**src/rtl/id_instr_decode.sv**
```systemverilog
// RV32I decode stage with a one-entry output register and accept/illegal counters.
// Illegal words leave the pipeline as a marked bundle so that a later stage can raise the trap.
module id_instr_decode #(
  parameter bit ILLEGAL_AS_NOP = 1'b0
) (
  input  logic        i_clk,
  input  logic        i_rst_n,
  input  logic        i_valid,
  output logic        o_ready,
  input  logic [31:0] i_instr,
  input  logic [31:0] i_pc,
  input  logic        i_flush,
  output logic        o_valid,
  input  logic        i_ready,
  output logic [6:0]  o_op,
  output logic [4:0]  o_rd,
  output logic [4:0]  o_rs1,
  output logic [4:0]  o_rs2,
  output logic [31:0] o_imm,
  output logic [31:0] o_pc,
  output logic        o_illegal,
  output logic [31:0] o_instr_count,
  output logic [15:0] o_illegal_count
);

  localparam logic [6:0] OPC_LUI    = 7'b0110111;
  localparam logic [6:0] OPC_AUIPC  = 7'b0010111;
  localparam logic [6:0] OPC_JAL    = 7'b1101111;
  localparam logic [6:0] OPC_JALR   = 7'b1100111;
  localparam logic [6:0] OPC_BRANCH = 7'b1100011;
  localparam logic [6:0] OPC_LOAD   = 7'b0000011;
  localparam logic [6:0] OPC_STORE  = 7'b0100011;
  localparam logic [6:0] OPC_OPIMM  = 7'b0010011;
  localparam logic [6:0] OPC_OP     = 7'b0110011;

  localparam logic [6:0] OP_ILLEGAL = 7'd127;
  localparam logic [6:0] OP_ADDI    = 7'd30;
  localparam logic [6:0] F7_ZERO    = 7'b0000000;
  localparam logic [6:0] F7_ALT     = 7'b0100000;

  logic [6:0]  w_opc;
  logic [2:0]  w_f3;
  logic [6:0]  w_f7;
  logic [4:0]  w_fld_rd;
  logic [4:0]  w_fld_rs1;
  logic [4:0]  w_fld_rs2;
  logic [31:0] w_imm_i;
  logic [31:0] w_imm_s;
  logic [31:0] w_imm_b;
  logic [31:0] w_imm_u;
  logic [31:0] w_imm_j;
  logic [31:0] w_imm_sh;

  assign w_opc     = i_instr[6:0];
  assign w_f3      = i_instr[14:12];
  assign w_f7      = i_instr[31:25];
  assign w_fld_rd  = i_instr[11:7];
  assign w_fld_rs1 = i_instr[19:15];
  assign w_fld_rs2 = i_instr[24:20];

  assign w_imm_i  = {{20{i_instr[31]}}, i_instr[31:20]};
  assign w_imm_s  = {{20{i_instr[31]}}, i_instr[31:25], i_instr[11:7]};
  assign w_imm_b  = {{19{i_instr[31]}}, i_instr[31], i_instr[7], i_instr[30:25], i_instr[11:8], 1'b0};
  assign w_imm_u  = {i_instr[31:12], 12'h000};
  assign w_imm_j  = {{11{i_instr[31]}}, i_instr[31], i_instr[19:12], i_instr[20], i_instr[30:21], 1'b0};
  assign w_imm_sh = {27'd0, i_instr[24:20]};

  // Raw decode: fields are filled per format; w_legal gates whether they survive.
  logic [6:0]  w_op;
  logic [4:0]  w_rd;
  logic [4:0]  w_rs1;
  logic [4:0]  w_rs2;
  logic [31:0] w_imm;
  logic        w_legal;

  always_comb begin
    w_op    = OP_ILLEGAL;
    w_rd    = '0;
    w_rs1   = '0;
    w_rs2   = '0;
    w_imm   = '0;
    w_legal = 1'b0;
    case (w_opc)
      OPC_LUI: begin
        w_op = 7'd0; w_rd = w_fld_rd; w_imm = w_imm_u; w_legal = 1'b1;
      end
      OPC_AUIPC: begin
        w_op = 7'd1; w_rd = w_fld_rd; w_imm = w_imm_u; w_legal = 1'b1;
      end
      OPC_JAL: begin
        w_op = 7'd2; w_rd = w_fld_rd; w_imm = w_imm_j; w_legal = 1'b1;
      end
      OPC_JALR: begin
        w_op = 7'd3; w_rd = w_fld_rd; w_rs1 = w_fld_rs1; w_imm = w_imm_i;
        w_legal = (w_f3 == 3'b000);
      end
      OPC_BRANCH: begin
        w_rs1 = w_fld_rs1; w_rs2 = w_fld_rs2; w_imm = w_imm_b;
        w_legal = 1'b1;
        case (w_f3)
          3'b000:  w_op = 7'd10;
          3'b001:  w_op = 7'd11;
          3'b100:  w_op = 7'd12;
          3'b101:  w_op = 7'd13;
          3'b110:  w_op = 7'd14;
          3'b111:  w_op = 7'd15;
          default: w_legal = 1'b0;
        endcase
      end
      OPC_LOAD: begin
        w_op = 7'd20; w_rd = w_fld_rd; w_rs1 = w_fld_rs1; w_imm = w_imm_i;
        w_legal = (w_f3 == 3'b010);
      end
      OPC_STORE: begin
        w_op = 7'd21; w_rs1 = w_fld_rs1; w_rs2 = w_fld_rs2; w_imm = w_imm_s;
        w_legal = (w_f3 == 3'b010);
      end
      OPC_OPIMM: begin
        w_rd = w_fld_rd; w_rs1 = w_fld_rs1; w_imm = w_imm_i;
        w_legal = 1'b1;
        case (w_f3)
          3'b000: w_op = 7'd30;
          3'b010: w_op = 7'd31;
          3'b011: w_op = 7'd32;
          3'b100: w_op = 7'd33;
          3'b110: w_op = 7'd34;
          3'b111: w_op = 7'd35;
          3'b001: begin
            w_op = 7'd36; w_imm = w_imm_sh; w_legal = (w_f7 == F7_ZERO);
          end
          default: begin
            w_op = (w_f7 == F7_ALT) ? 7'd38 : 7'd37;
            w_imm = w_imm_sh;
            w_legal = (w_f7 == F7_ZERO) || (w_f7 == F7_ALT);
          end
        endcase
      end
      OPC_OP: begin
        w_rd = w_fld_rd; w_rs1 = w_fld_rs1; w_rs2 = w_fld_rs2;
        w_legal = (w_f7 == F7_ZERO);
        case (w_f3)
          3'b000: begin
            w_op = (w_f7 == F7_ALT) ? 7'd41 : 7'd40;
            w_legal = (w_f7 == F7_ZERO) || (w_f7 == F7_ALT);
          end
          3'b001: w_op = 7'd42;
          3'b010: w_op = 7'd43;
          3'b011: w_op = 7'd44;
          3'b100: w_op = 7'd45;
          3'b101: begin
            w_op = (w_f7 == F7_ALT) ? 7'd47 : 7'd46;
            w_legal = (w_f7 == F7_ZERO) || (w_f7 == F7_ALT);
          end
          3'b110: w_op = 7'd48;
          default: w_op = 7'd49;
        endcase
      end
      default: ;
    endcase
  end

  logic [6:0]  w_b_op;
  logic [4:0]  w_b_rd;
  logic [4:0]  w_b_rs1;
  logic [4:0]  w_b_rs2;
  logic [31:0] w_b_imm;

  always_comb begin
    w_b_op  = w_op;
    w_b_rd  = w_rd;
    w_b_rs1 = w_rs1;
    w_b_rs2 = w_rs2;
    w_b_imm = w_imm;
    if (!w_legal) begin
      w_b_op  = ILLEGAL_AS_NOP ? OP_ADDI : OP_ILLEGAL;
      w_b_rd  = '0;
      w_b_rs1 = '0;
      w_b_rs2 = '0;
      w_b_imm = '0;
    end
  end

  // Handshake: a word moves on i_valid && o_ready; a bundle moves on o_valid && i_ready.
  // o_ready only passes i_ready through when the output register is full, and a flush
  // empties the register and blocks the incoming word without touching the counters.
  logic r_valid;
  logic w_accept;

  assign o_ready  = !r_valid || i_ready;
  assign w_accept = i_valid && o_ready && !i_flush;

  always_ff @(posedge i_clk or negedge i_rst_n) begin
    if (!i_rst_n) begin
      r_valid         <= 1'b0;
      o_op            <= '0;
      o_rd            <= '0;
      o_rs1           <= '0;
      o_rs2           <= '0;
      o_imm           <= '0;
      o_pc            <= '0;
      o_illegal       <= 1'b0;
      o_instr_count   <= '0;
      o_illegal_count <= '0;
    end else begin
      if (i_flush) begin
        r_valid <= 1'b0;
      end else if (w_accept) begin
        r_valid       <= 1'b1;
        o_op          <= w_b_op;
        o_rd          <= w_b_rd;
        o_rs1         <= w_b_rs1;
        o_rs2         <= w_b_rs2;
        o_imm         <= w_b_imm;
        o_pc          <= i_pc;
        o_illegal     <= !w_legal;
        o_instr_count <= o_instr_count + 32'd1;
        if (!w_legal && (o_illegal_count != 16'hFFFF)) begin
          o_illegal_count <= o_illegal_count + 16'd1;
        end
      end else if (i_ready) begin
        r_valid <= 1'b0;
      end
    end
  end

  assign o_valid = r_valid;

endmodule

```
**config.mk**
```make
export PLATFORM = sky130hd
export DESIGN_NAME = id_instr_decode
export DESIGN_NICKNAME = d
export VERILOG_FILES = /design/src/rtl/id_instr_decode.sv
export SDC_FILE = /design/constraint.sdc
export NUM_CORES = 1
export LEC_CHECK = 0
export ABC_AREA = 1
export CORE_ASPECT_RATIO = 1.25
export CORE_MARGIN = 3
export CORE_UTILIZATION = 52
export CTS_BUF_LIST = sky130_fd_sc_hd__clkbuf_4 sky130_fd_sc_hd__clkbuf_8 sky130_fd_sc_hd__clkbuf_16
export DETAILED_ROUTE_END_ITERATION = 12
export HOLD_SLACK_MARGIN = 0.02
export MAX_ROUTING_LAYER = met4
export PLACE_DENSITY = 0.84
export REMOVE_ABC_BUFFERS = 1
export SLEW_MARGIN = 20
export SYNTH_ARGS = -nofsm -noshare
export SYNTH_HDL_FRONTEND = slang
export SYNTH_SLANG_ARGS = --single-unit
```
**constraint.sdc**
```tcl
create_clock -name i_clk -period 3.2 [get_ports i_clk]
set_clock_uncertainty 0.2 [all_clocks]
set_input_delay 0.64 -clock i_clk [delete_from_list [all_inputs] [get_ports i_clk]]
set_output_delay 0.64 -clock i_clk [all_outputs]
set_load 0.02 [all_outputs]
```
# Word-level counts from Yosys, hierarchy flattened

Cells that the tools add are included.

Bitwise gates (word level): 1
Muxes and demuxes: 24
Reductions and logical operators: 23
$add $sub $neg: 2
Equality and inequality tests: 18

Operators with widths:

| cell                    | number |
|---|---|
| $pmux W32 S6            | 1 |
| $mux W32                | 2 |
| $pmux W7 S9             | 1 |
| $pmux W6 S7             | 1 |
| $pmux W7 S6             | 1 |
| $pmux W5 S7             | 1 |
| $add A32 B1 Y32 const B | 1 |
| $mux W5                 | 6 |
| $eq A7 B6 Y1 const B    | 4 |
| $eq A7 B7 Y1 const B    | 3 |
| $reduce_or A6 Y1        | 3 |
| $add A16 B1 Y16 const B | 1 |
| $ne A16 B16 Y1 const B  | 1 |
| $eq A7 B5 Y1 const B    | 2 |
| $eq A3 B3 Y1 const B    | 4 |
| $reduce_or A2 Y1        | 4 |
| $eq A7 B2 Y1 const B    | 1 |
| $logic_not A7 Y1        | 1 |
| $mux W1                 | 7 |
| $mux W7                 | 1 |
| $reduce_or A7 Y1        | 1 |
| $eq A3 B2 Y1 const B    | 2 |
| $pmux W1 S6             | 1 |
| $reduce_or A3 Y1        | 2 |
| 11 further kinds        | 16 |

Flip-flop bits (word level): 136
Output and inout bits: 137
Input bits: 69

# Depth between registers and ports, before layout

Depth after elaboration: 7
Depth in mapped cells: 13
Mapped depth without buffers: 12

# Worst setup path before layout

Ideal clock, no wire load.

Path type: input -> register
From: input i_ready
To: register o_imm[16]
Arrival time: 1.915 ns
Setup slack: 1.019 ns
Data required time: 2.934 ns
Library setup time: 0.066 ns
Stages: 9
Cells stage by stage: inv_1 > nand2_1 > nand2_1 > buf_2 > inv_2 > buf_2 > buf_1 > nand3_1 > nand2_1

Cells in the longest elaborated chain, start to end: 4

Ends and longest elaborated chain:

| what                               | line | source |
|---|---|---|
| start, declared                    | 14   | `input logic i_ready,` |
| $logic_or A1 B1 Y1                 | 189  | `assign o_ready = !r_valid \|\| i_ready;` |
| net o_ready                        | 9    | `output logic o_ready,` |
| $logic_and A1 B1 Y1 (2 in a row)   | 190  | `assign w_accept = i_valid && o_ready && !i_flush;` |
| $reduce_and A2 Y1 (no source line) | n/a  |  |
| end signal, assigned               | 213  | `o_imm <= w_b_imm;` |
| end, declared                      | 19   | `output logic [31:0] o_imm,` |

The timed path passes the listed nets, and every way through them passes these cells.
A chain may end at the register's enable or synchronous reset.

# Worst setup path in the final report

From: input i_ready
To: output o_ready

Cells in the longest elaborated chain, start to end: 1

Ends and longest elaborated chain:

| what               | line |
|---|---|
| $logic_or A1 B1 Y1 | 189 |
| end, declared      | 9 |

No other way between the ends.

==> qor.csv <==
metric,value,unit
outcome,"finished, final reports clean",
worstPathMaxFanout,3,
gr-usage-all-layers,0.282,
syn-mean-instance-area,7.57,um^2
cts_buffers,17,
wl,21.1,mm
required,2.36,ns
layout_setup_ws,0.467,ns
tightest_slew,0.751,ns
fill_cells,1014,
yosys.area.top_type,dfrtp_1,
yosysSeqAreaShare,0.466,
post_drt_via_cell_ratio,5.25,
root_buffer,clkbuf_16,
synth_cells,965,
hold_viol,0,
drt_iter0_markers,509,
grt_overflow_total,0,
fin_area,10200,um^2
switching_share,0.297,
clk-insertion-delay-late,0.41,ns
path_buf_inv,3,
power_density,487,nW/um^2
ys_async_sr_fraction,1.00,
die_width,112,um
cts_tree,done,
grt_pass1_vias,7163,
post-route-drc-count,0,
reg2reg_from,o_illegal_count[0],
cts_max_level,4,
dp_hpwl,15.3,mm
combPwrFrac,0.200,
num_vias,7133,
power.switching,1470,uW
cp_top_family,buffers and inverters,
gp_congestion,0.939,
end_kind,primary output,
pwr-share-seq,0.407,
crit_path_top_delay_cell,clkdlybuf4s50_1,
yosysMostFrequentCell,nand2_1,
synth_top_area_share,0.466,
rsz0062_at_grt,false,
slowest_delay,0.63,ns
clkTransAtPathRegs,0.05,ns
cts.sinks,136,
p_leak,0.00495,uW
hold_end,o_imm[27],
grt_max_degree,90,
core,13500,um^2
portBuffers,205,
intPower,3480,uW
cts_buffer_depth,2,
worstSetupPathType,in2out,
dr.pass1.iters,5,
wl_per_cell,15.5,um
post-place-cells,1325,
r2r_slack,0.81,ns
reg2reg_depth,9,
nNetsFinal,1245,
area_growth,39.1,%
syn_area,7300,um^2
maxSlewHeadroom,0.499,
setup_viol,0,
cp_data_arrival_time,1.89,ns
p_clk_frac,0.393,
worstSetupStartpointType,input pin,
antenna_found_initial,0,
cpMostUsedCell,clkdlybuf4s50_1,
crit_chain,clkdlybuf4s50_1 -> inv_1 -> nand2_1 -> clkdlybuf4s50_1,
dpl_worst_slack,0.218,ns
final_max_slew_viol_count,0,
yosys_warnings,0,
start_util,0.542,
row_count,47,
diodes,0,
layout_min_cycle_time,2.73,ns
io_pins,206,
irDropWorstVdd,0.444,mV
finalSetupTns,0,ns
dieArea,15500,um^2
ctsResizeCount,0,
synth_edf_count,0,
grt_pass1_wl,34.8,mm
instances_no_fill,1358,
whs_path_depth,2,
synthTopCellsByCount,"nand2_1, dfrtp_1, nand3_1, inv_1, nor2_1",
r2r-end,o_illegal_count[10],
synthDistinctLibCells,38,
hold_class,reg2reg,
max_freq,0.366,GHz
synthTopCellsByArea,"dfrtp_1, nand2_1, nand3_1",
final_antenna_net_count,0,
drive_above_1_share,0.0809,
cts_hold_buf,1,
worstHoldStart,o_imm[27],
ys_ff_latch,136,
finalCritPeriodShare,0.854,
cts_setup_buffers,0,
dpl_cell_area,9570,um^2
synthFlopType,dfrtp_1,
drv_cap,0,
die_h,139,um
-- final cells by class --
class	instances	area (um^2)	area share
clock buffers	18	439	0.0432
multi-input cells	707	3390	0.334
well taps	171	214	0.0211
flip-flops and latches	136	3400	0.335
clock inverters	14	146	0.0144
repair buffers	227	2250	0.221
inverters	85	323	0.0318
-- cells in the final DEF, fill, tap and decap left out, types with 3 or more instances in the layout --
master           netlist  routed
nor2_2                 3       3
nor3_1                16      16
xnor2_1               16      16
a21oi_1               10      10
inv_1                 75      75
o21ai_2               10      11
xor2_1                25      25
nor2_4                 3       3
nor2_1                65      65
clkinvlp_4             0       3
buf_4                  3      19
clkinv_2               0       5
dfrtp_1              136     136
o21ai_0               33      33
nand4_1               26      26
inv_2                  9       8
inv_6                  0       4
clkbuf_16              0      17
nand3_1              105     105
nand2_4                3       4
clkdlybuf4s50_1        0     204
nand2_1              370     369
-- power groups by stage --
stage               clock (uW)  combinational (uW)  sequential, uW
global route              2040                1070            2040
CTS                       1970                 997            2010
finish                    1940                 990            2020
global placement             0                 966            2030
detailed placement           0                 987            2040
floorplan                    0                 287            2190
-- how the worst max path moves through the flow --
stage | start | end | slack, ns | cells past startpoint
6_report | i_ready | o_ready | 0.47 | 4
5_1_grt | i_instr[31] | o_rs2[0] | 0.38 | 10
3_3_place_gp | i_instr[4] | o_imm[28] | 0.04 | 10
3_5_place_dp | i_instr[6] | o_rs1[4] | 0.22 | 11
4_1_cts | i_ready | o_ready | 0.46 | 4
2_1_floorplan | i_ready | o_instr_count[28] | -1.26 | 8
-- per-stage QoR --
stage                     utilization  total power (uW)  hold WS, ns
after floorplan                     -              2470        0.144
after global placement          0.710              3000        0.261
after detailed placement        0.710              3020        0.262
after CTS                       0.755              4970        0.278
after global routing            0.755              5150        0.292
final                           0.755              4950        0.275
-- metal layers --
layer / track usage / wire length [um]
met5: - / 0
met1: 0.338 / 8360
met4: 0.130 / 830
met2: 0.472 / 10900
met3: 0.0367 / 1020
-- cell families (layout without fill, tap and decap cells) --
kind of cell,Yosys count,in the layout,synth area share
and+or+nand+nor,603,603,0.360
adders and majority gates,2,2,0.00343
buffers and inverters,122,344,0.0713
AOI/OAI and AO/OA,61,61,0.0504
DFF,136,136,0.466
xor gates and xnor gates,41,41,0.0492
-- sequential cells by signal, indices dropped and copies added (netlist names) --
| register | flops |
|---|---|
| o_op | 7 |
| o_rs2 | 5 |
| o_illegal_count | 16 |
| o_illegal | 1 |
| o_imm | 32 |
| o_instr_count | 32 |
| o_valid | 1 |
| o_pc | 32 |
| o_rs1 | 5 |
| o_rd | 5 |
-- worst reg2reg max path, delay by kind of cell, from the launching register on --
kind | cells | cell delay, ns
adder cells (fa/ha/maj) | 1 | 0.26
flip-flops | 1 | 0.44
AND/OR/NAND/NOR | 8 | 1.43
(Power assumes the default switching activity.)
